$ cat config.mk
export PLATFORM = sky130hd
export DESIGN_NAME = rf_wb_arbiter
export DESIGN_NICKNAME = d
export VERILOG_FILES = /design/src/rtl/rf_wb_arbiter_pkg.sv /design/src/rtl/rr_arb2.sv /design/src/rtl/rf_wb_arbiter.sv
export SDC_FILE = /design/constraint.sdc
export NUM_CORES = 1
export LEC_CHECK = 0
export CAP_MARGIN = 20
export CELL_PAD_IN_SITES_DETAIL_PLACEMENT = 2
export CELL_PAD_IN_SITES_GLOBAL_PLACEMENT = 2
export CORE_ASPECT_RATIO = 0.75
export CORE_MARGIN = 4
export CORE_UTILIZATION = 21
export DETAILED_ROUTE_END_ITERATION = 6
export PLACE_DENSITY = 0.86
export SLEW_MARGIN = 0
export SYNTH_ARGS = -nofsm -noshare
export SYNTH_HDL_FRONTEND = slang
export SYNTH_HIERARCHICAL = 1
export SYNTH_SLANG_ARGS = --single-unit
export TNS_END_PERCENT = 20
$ cat constraint.sdc
create_clock -name clk -period 3.01 [get_ports clk]
set_input_delay 0.903 -clock clk [delete_from_list [all_inputs] [get_ports clk]]
set_output_delay 0.903 -clock clk [all_outputs]
set_load 0.005 [all_outputs]
$ cat src/rtl/rf_wb_arbiter_pkg.sv
// Shared constants for the register-file write-back arbiter: default widths,
// the hardwired-zero register index and the requester IDs.
package rf_wb_arbiter_pkg;

  localparam int DATA_W_DEF = 32;
  localparam int ADDR_W_DEF = 5;
  localparam int CNT_W_DEF  = 8;

  localparam int REG_ZERO = 0;

  localparam logic REQ_ALU = 1'b0;
  localparam logic REQ_MEM = 1'b1;

endpackage

$ cat src/rtl/rr_arb2.sv
// Two-requester round-robin arbiter. On a conflict the requester that did not
// win the most recent grant is chosen; last_grant only moves when a grant is taken.
module rr_arb2
  import rf_wb_arbiter_pkg::*;
(
  input  logic clk,
  input  logic resetn,
  input  logic valid0,
  input  logic valid1,
  input  logic advance,
  output logic grant_valid,
  output logic grant_id
);

  logic last_grant;

  always_comb begin
    grant_valid = valid0 | valid1;
    grant_id    = REQ_ALU;
    if (valid0 && valid1) begin
      grant_id = ~last_grant;
    end else if (valid1) begin
      grant_id = REQ_MEM;
    end
  end

  // Reset to REQ_MEM so the ALU path wins the first conflict.
  always_ff @(posedge clk) begin
    if (!resetn) begin
      last_grant <= REQ_MEM;
    end else if (advance && grant_valid) begin
      last_grant <= grant_id;
    end
  end

endmodule

$ cat src/rtl/rf_wb_arbiter.sv
// Shares the register-file write port between the ALU and load write-back paths
// through a stallable one-entry output stage, with decode hazard flags.
module rf_wb_arbiter
  import rf_wb_arbiter_pkg::*;
#(
  parameter int DATA_W = DATA_W_DEF,
  parameter int ADDR_W = ADDR_W_DEF,
  parameter int CNT_W  = CNT_W_DEF
) (
  input  logic              clk,
  input  logic              resetn,
  input  logic              req0_valid,
  output logic              req0_ready,
  input  logic [ADDR_W-1:0] req0_addr,
  input  logic [DATA_W-1:0] req0_data,
  input  logic              req1_valid,
  output logic              req1_ready,
  input  logic [ADDR_W-1:0] req1_addr,
  input  logic [DATA_W-1:0] req1_data,
  input  logic              wb_stall,
  output logic              rf_we,
  output logic [ADDR_W-1:0] rf_waddr,
  output logic [DATA_W-1:0] rf_wdata,
  input  logic [ADDR_W-1:0] raddr1,
  input  logic [ADDR_W-1:0] raddr2,
  output logic              hazard1,
  output logic              hazard2,
  output logic [CNT_W-1:0]  conflict_cnt
);

  localparam logic [ADDR_W-1:0] ZERO_ADDR = ADDR_W'(REG_ZERO);

  logic              out_valid;
  logic [ADDR_W-1:0] out_addr;
  logic [DATA_W-1:0] out_data;
  logic              load_en;
  logic              grant_valid;
  logic              grant_id;
  logic              accept;

  assign load_en = ~out_valid | ~wb_stall;

  rr_arb2 u_arb (
    .clk         (clk),
    .resetn      (resetn),
    .valid0      (req0_valid),
    .valid1      (req1_valid),
    .advance     (load_en),
    .grant_valid (grant_valid),
    .grant_id    (grant_id)
  );

  // Nothing is accepted while reset is asserted; requesters re-present afterwards.
  assign accept     = resetn & load_en & grant_valid;
  assign req0_ready = accept & (grant_id == REQ_ALU);
  assign req1_ready = accept & (grant_id == REQ_MEM);

  always_ff @(posedge clk) begin
    if (!resetn) begin
      out_valid    <= 1'b0;
      out_addr     <= '0;
      out_data     <= '0;
      conflict_cnt <= '0;
    end else begin
      if (load_en) begin
        out_valid <= grant_valid;
        if (grant_valid) begin
          out_addr <= (grant_id == REQ_MEM) ? req1_addr : req0_addr;
          out_data <= (grant_id == REQ_MEM) ? req1_data : req0_data;
        end
      end
      if (req0_valid && req1_valid && (conflict_cnt != {CNT_W{1'b1}})) begin
        conflict_cnt <= conflict_cnt + CNT_W'(1);
      end
    end
  end

  // Gated by resetn so an entry caught by reset is discarded rather than written.
  assign rf_we    = resetn & out_valid & ~wb_stall & (out_addr != ZERO_ADDR);
  assign rf_waddr = out_addr;
  assign rf_wdata = out_data;

  assign hazard1 = (raddr1 != ZERO_ADDR) &
                   ((out_valid & (out_addr == raddr1)) |
                    (req0_valid & (req0_addr == raddr1)) |
                    (req1_valid & (req1_addr == raddr1)));

  assign hazard2 = (raddr2 != ZERO_ADDR) &
                   ((out_valid & (out_addr == raddr2)) |
                    (req0_valid & (req0_addr == raddr2)) |
                    (req1_valid & (req1_addr == raddr2)));

endmodule
Word level (Yosys, flattened, before mapping)
Cells that the tools add are included.
- reductions and logical operators: 7
- $mul: 0
- shift operators: 0
- divide/modulo/power cells: 0
- mux-type cells: 4
- add/sub/neg operators: 1
- $lt $le $gt $ge: 0
- equality and inequality tests: 7
- bitwise gates (word level): 25
- operator list (kind ; number):
    32-bit two-way mux ; 1
    5-bit equality test ; 6
    1-bit bitwise AND ; 15
    5-bit nonzero test ; 3
    8-bit by 1-bit adder with 8-bit output, second input constant ; 1
    8-bit inequality test, second input constant ; 1
    1-bit OR ; 6
    5-bit two-way mux ; 1
    1-bit inverter ; 4
    1-bit logical AND ; 3
    1-bit two-way mux ; 2
    2-bit AND reduction ; 1
- input port bits: 89
- memories: 0
- bits in registers: 47
- latch bits: 0
- memory bits (read-only): 0
- memory bits (writable): 0
- output and inout port bits: 50
- word-level logic and storage cells: 49

Longest topological paths before layout
- depth after elaboration: 5
- mapped depth: 7

Hierarchy
The synthesis kept the hierarchy.
- by module, submodules not included (module ; sequential area each (sq um) ; cells each ; times used ; area each (sq um)):
    rf_wb_arbiter ; 920.9 ; 269 ; 1 ; 2432.3
    rr_arb2 ; 20.0 ; 6 ; 1 ; 53.8

Worst setup path after synthesis
Ideal clock, no wire load.
- path type: input to output
- start: in req1_valid
- end: out req1_ready
- data required time: 2.107 ns
- data arrival time: 1.936 ns
- slack: 0.171 ns
- stages on the path: 6
- path buffers: 3
- cell sequence: or2_2 -> and2_1 -> clkbuf_1 -> buf_2 -> buf_2 -> and3_1
- word-level cells in the longest chain between the ends: 3
- elaborated cells between the ends (all ways): 6
- ends and longest elaborated chain (what ; RTL line ; text):
    start, declared ; rf_wb_arbiter.sv:16 ; input logic req1_valid,
    1-bit OR, or another cell as far along ; rr_arb2.sv:18 ; grant_valid = valid0 | valid1;
    1-bit bitwise AND or 1-bit two-way mux (tied branches) ; rf_wb_arbiter.sv:54, rr_arb2.sv:20 ;
    1-bit bitwise AND (*) ; rf_wb_arbiter.sv:56 ; assign req1_ready = accept & (grant_id == REQ_MEM);
    end, declared ; rf_wb_arbiter.sv:17 ; output logic req1_ready,
Every way passes the cells marked *; elsewhere a longest branch is shown, timed or not.

Worst setup path after layout
- start: in req0_addr[1]
- end: out hazard1
- word-level cells in the longest chain between the ends: 5
- ends and longest elaborated chain (what ; RTL line ; text):
    start, declared ; rf_wb_arbiter.sv:14 ; input logic [ADDR_W-1:0] req0_addr,
    5-bit equality test ; rf_wb_arbiter.sv:85 ; (req0_valid & (req0_addr == raddr1)) |
    1-bit bitwise AND ; rf_wb_arbiter.sv:85 ;
    1-bit OR ; rf_wb_arbiter.sv:84 ; ((out_valid & (out_addr == raddr1)) |
    1-bit OR ; rf_wb_arbiter.sv:85 ;
    1-bit bitwise AND ; rf_wb_arbiter.sv:83 ; assign hazard1 = (raddr1 != ZERO_ADDR) &
    end, declared ; rf_wb_arbiter.sv:26 ; output logic hazard1,
No other way between the ends.

==> impl_metrics.ini <==
[synthesis]
synth_edf_count = 0
synth_cells = 275
syn_area_mm2 = 0.00249
synthSimpleGateAreaFrac_pct = 14.6
yosysWarnings = 6
seq_area_frac_synth_pct = 37.8
synthFlopType = dfxtp_1
synthArstFlopShare_pct = 0
synthesis.nets = 365
synth_compound_area_share_pct = 16.7
ys_types = 32
ys_seq_elements = 47
synth.avg_cell_area_um2 = 9.04
yosysTopAreaCell = dfxtp_1
synth_xor_area_share_pct = 10.9
synthAdderAreaFrac_pct = 0.503
synth_top_family_by_area = compound AO/OA/AOI/OAI gates
synth_mux_area_share_pct = 15.3
synth_area_leaders = dfxtp_1 (38%), mux2i_1 (15%), a211oi_1 (11%)
synth_top_area_share_pct = 37.8

[timing]
holdWs_ps = 499
fmax_mhz = 334
worst_pin_slew_ps = 498
drv_slew = 0
rsz0062_at_grt = true
setup_slack_ps = 16.6
fin_crit_sh_pct = 99.4
setup_viol = 0
slew_headroom_pct = 66.8
hold_violations = 0
finalCriticalPeriod_ps = 2990
fin_skew_ps = 8.05

[clocking]
cts_tree = done
htreeDepth = 2
cts-root-buf = clkbuf_16
cts_setup_buffers = 0
cts_hold_buf = 0
clock_sinks = 47
clock_latency_ps = 290
clockBufferDepth = 2
path_clk_slew_ps = 70
cts_buffers = 5

[placement]
dp_slack_ps = -717
place_congestion = 0.900
dp.cells = 576
io_buffers = 138
dp_hpwl_um = 8180

[setup_path]
worstSetupStartpointType = input pin
cp_num_buf_inv = 2
crit_slowest_cell = nor4_2
worst-setup-path-type = input pin to output pin
cp_max_fo = 3
critPathCaptureType = output pin
path_delay_family = simple AND/OR/NAND/NOR gates
worstPathCellList = clkdlybuf4s15_1 > xor2_1 > nor4_2 > nand3_1 > a21oi_1 > buf_2
cp_slowest_stage_delay_ps = 340
cp.required_ps = 2110
worst_ep_arrival_time_ps = 2090
r2r_cells = 4
critical_path_cell_count = 6

[global_route]
busiest_layer = met2
antenna_found_initial = 0
grt.total_usage_pct = 14.5
grt_start_max_net_pins = 49
grt_overflow_total = 0
grtUsageMet1_pct = 17.5
grt_pass1_wl_um = 15600
use_met3_pct = 4.38
grt_use_met2_pct = 25.2
grt_pass1_vias = 2880

[job]
maxCapViolCount = 0

[pwr]
cellPowerDensity_mw_per_mm2 = 429
ir_drop_mv = 0.240
leakage_nw = 1.70
total_power_mw = 1.86

[worst_hold_path]
worstHoldPathCells = 2
hold_path.class = flop to flop

[detailed_routing]
dr.pass1.iters = 4
drc = 0
wl_um = 10100
drt.antenna.violating_nets = 0
vias = 2676
drtIter0Drc = 56
wl_per_cell_um = 17.3
vias_per_cell = 4.58

[die]
die-width_um = 134
die_y_um = 102
fp.dieArea_mm2 = 0.0137
ioPinCount = 139
core_area_mm2 = 0.0116
rows = 34
start_util_pct = 21.5

[finish]
diodes = 0
nets = 511
area_delta_synth_final_pct = 74.3
fill_cells = 1298
layout.cells.non_filler = 584
layout-drive-gt1-share_pct = 14.0

[run_status]
status = finished clean
## placed cells by master (no fill, tap or decap), drive strengths merged, types with 2 or more instances in the layout
master / n
nor2: 44
or4: 4
clkdlybuf4s50: 112
a32oi: 2
a211oi: 38
dlymetal6s2s: 3
nand2: 6
nand3: 5
dfxtp: 47
nor4: 6
o21ai: 5
or3: 4
clkbuf: 18
and3: 2
inv: 2
xor2: 25
dlygate4sd2: 8
o31ai: 2
buf: 22
and2: 3
mux2i: 38
xnor2: 6
a21oi: 10
## routing by layer
layer / wire length (um) / share of wire, %
met5: 0 / 0
met4: 159 / 1.6
met3: 682 / 6.7
met2: 4920 / 49
met1: 4360 / 43
## where the power goes
part / internal (mW) / switching [mW] / total [mW]
Sequential: 0.674 / 0.0410 / 0.715
Combinational: 0.285 / 0.212 / 0.497
Clock: 0.413 / 0.234 / 0.648
## final cells by class
cell class | count | area [um^2] | share of cell area, %
clock buffers | 6 | 139 | 3.20
multi-input cells | 207 | 1530 | 35.4
inverters | 2 | 7.51 | 0.173
clock inverters | 2 | 35.0 | 0.808
well taps | 162 | 203 | 4.68
flip-flops and latches | 47 | 941 | 21.7
repair buffers | 158 | 1480 | 34.0
## final timing paths
kind	slack [ps]	start	to
max	20	req0_addr[1]	hazard1
min reg2reg	500	conflict_cnt[6]	conflict_cnt[6]
max reg2reg	1260	conflict_cnt[0]	conflict_cnt[5]
min	500	conflict_cnt[6]	conflict_cnt[6]
## worst min-delay path: stages (launching register included)
cell and delay [ps]:
dfxtp_1 330, o31ai_1 70, a21oi_1 60
## Yosys cell counts (all sizes together) (3+ instances only)
master,count
nor4,6
o21ai,5
and2,3
xnor2,6
dfxtp,47
nand2,6
xor2,25
buf,11
nand3,5
or4,4
a211oi,38
or3,4
a21oi,10
mux2i,38
nor2,44
clkbuf,8
## kinds of logic after synthesis
| family | Yosys count |
|---|---|
| fa+ha+maj | 1 |
| flops | 47 |
| xor+xnor | 31 |
| simple gates | 78 |
| mux | 38 |
| compound gates | 59 |
| buf+inv | 21 |
## through the flow
stage / util [%] / setup TNS, ps / cell area (um^2)
final: 37.5 / 0 / 4330
after CTS: 37.3 / -432 / 4320
after detailed placement: 35.9 / -2430 / 4150
after global routing: 37.5 / -47.4 / 4330
after global placement: 35.9 / -2000 / 4150
after floorplan: - / 0 / 2490
## registers in the layout, summed over array words and instances (netlist names)
signal / cells
rf_waddr: 5
u_arb/last_grant: 1
conflict_cnt: 8
rf_wdata: 32
out_valid: 1
## what timing repair did
item | 4_1_cts | 5_1_grt
endpoints found under the hold margin | 0 | 0
gates resized for setup | 34 | 38
setup endpoints to repair | 5 | 5
pin swaps | 8 | 10
Power figures use the tool's default switching activity.
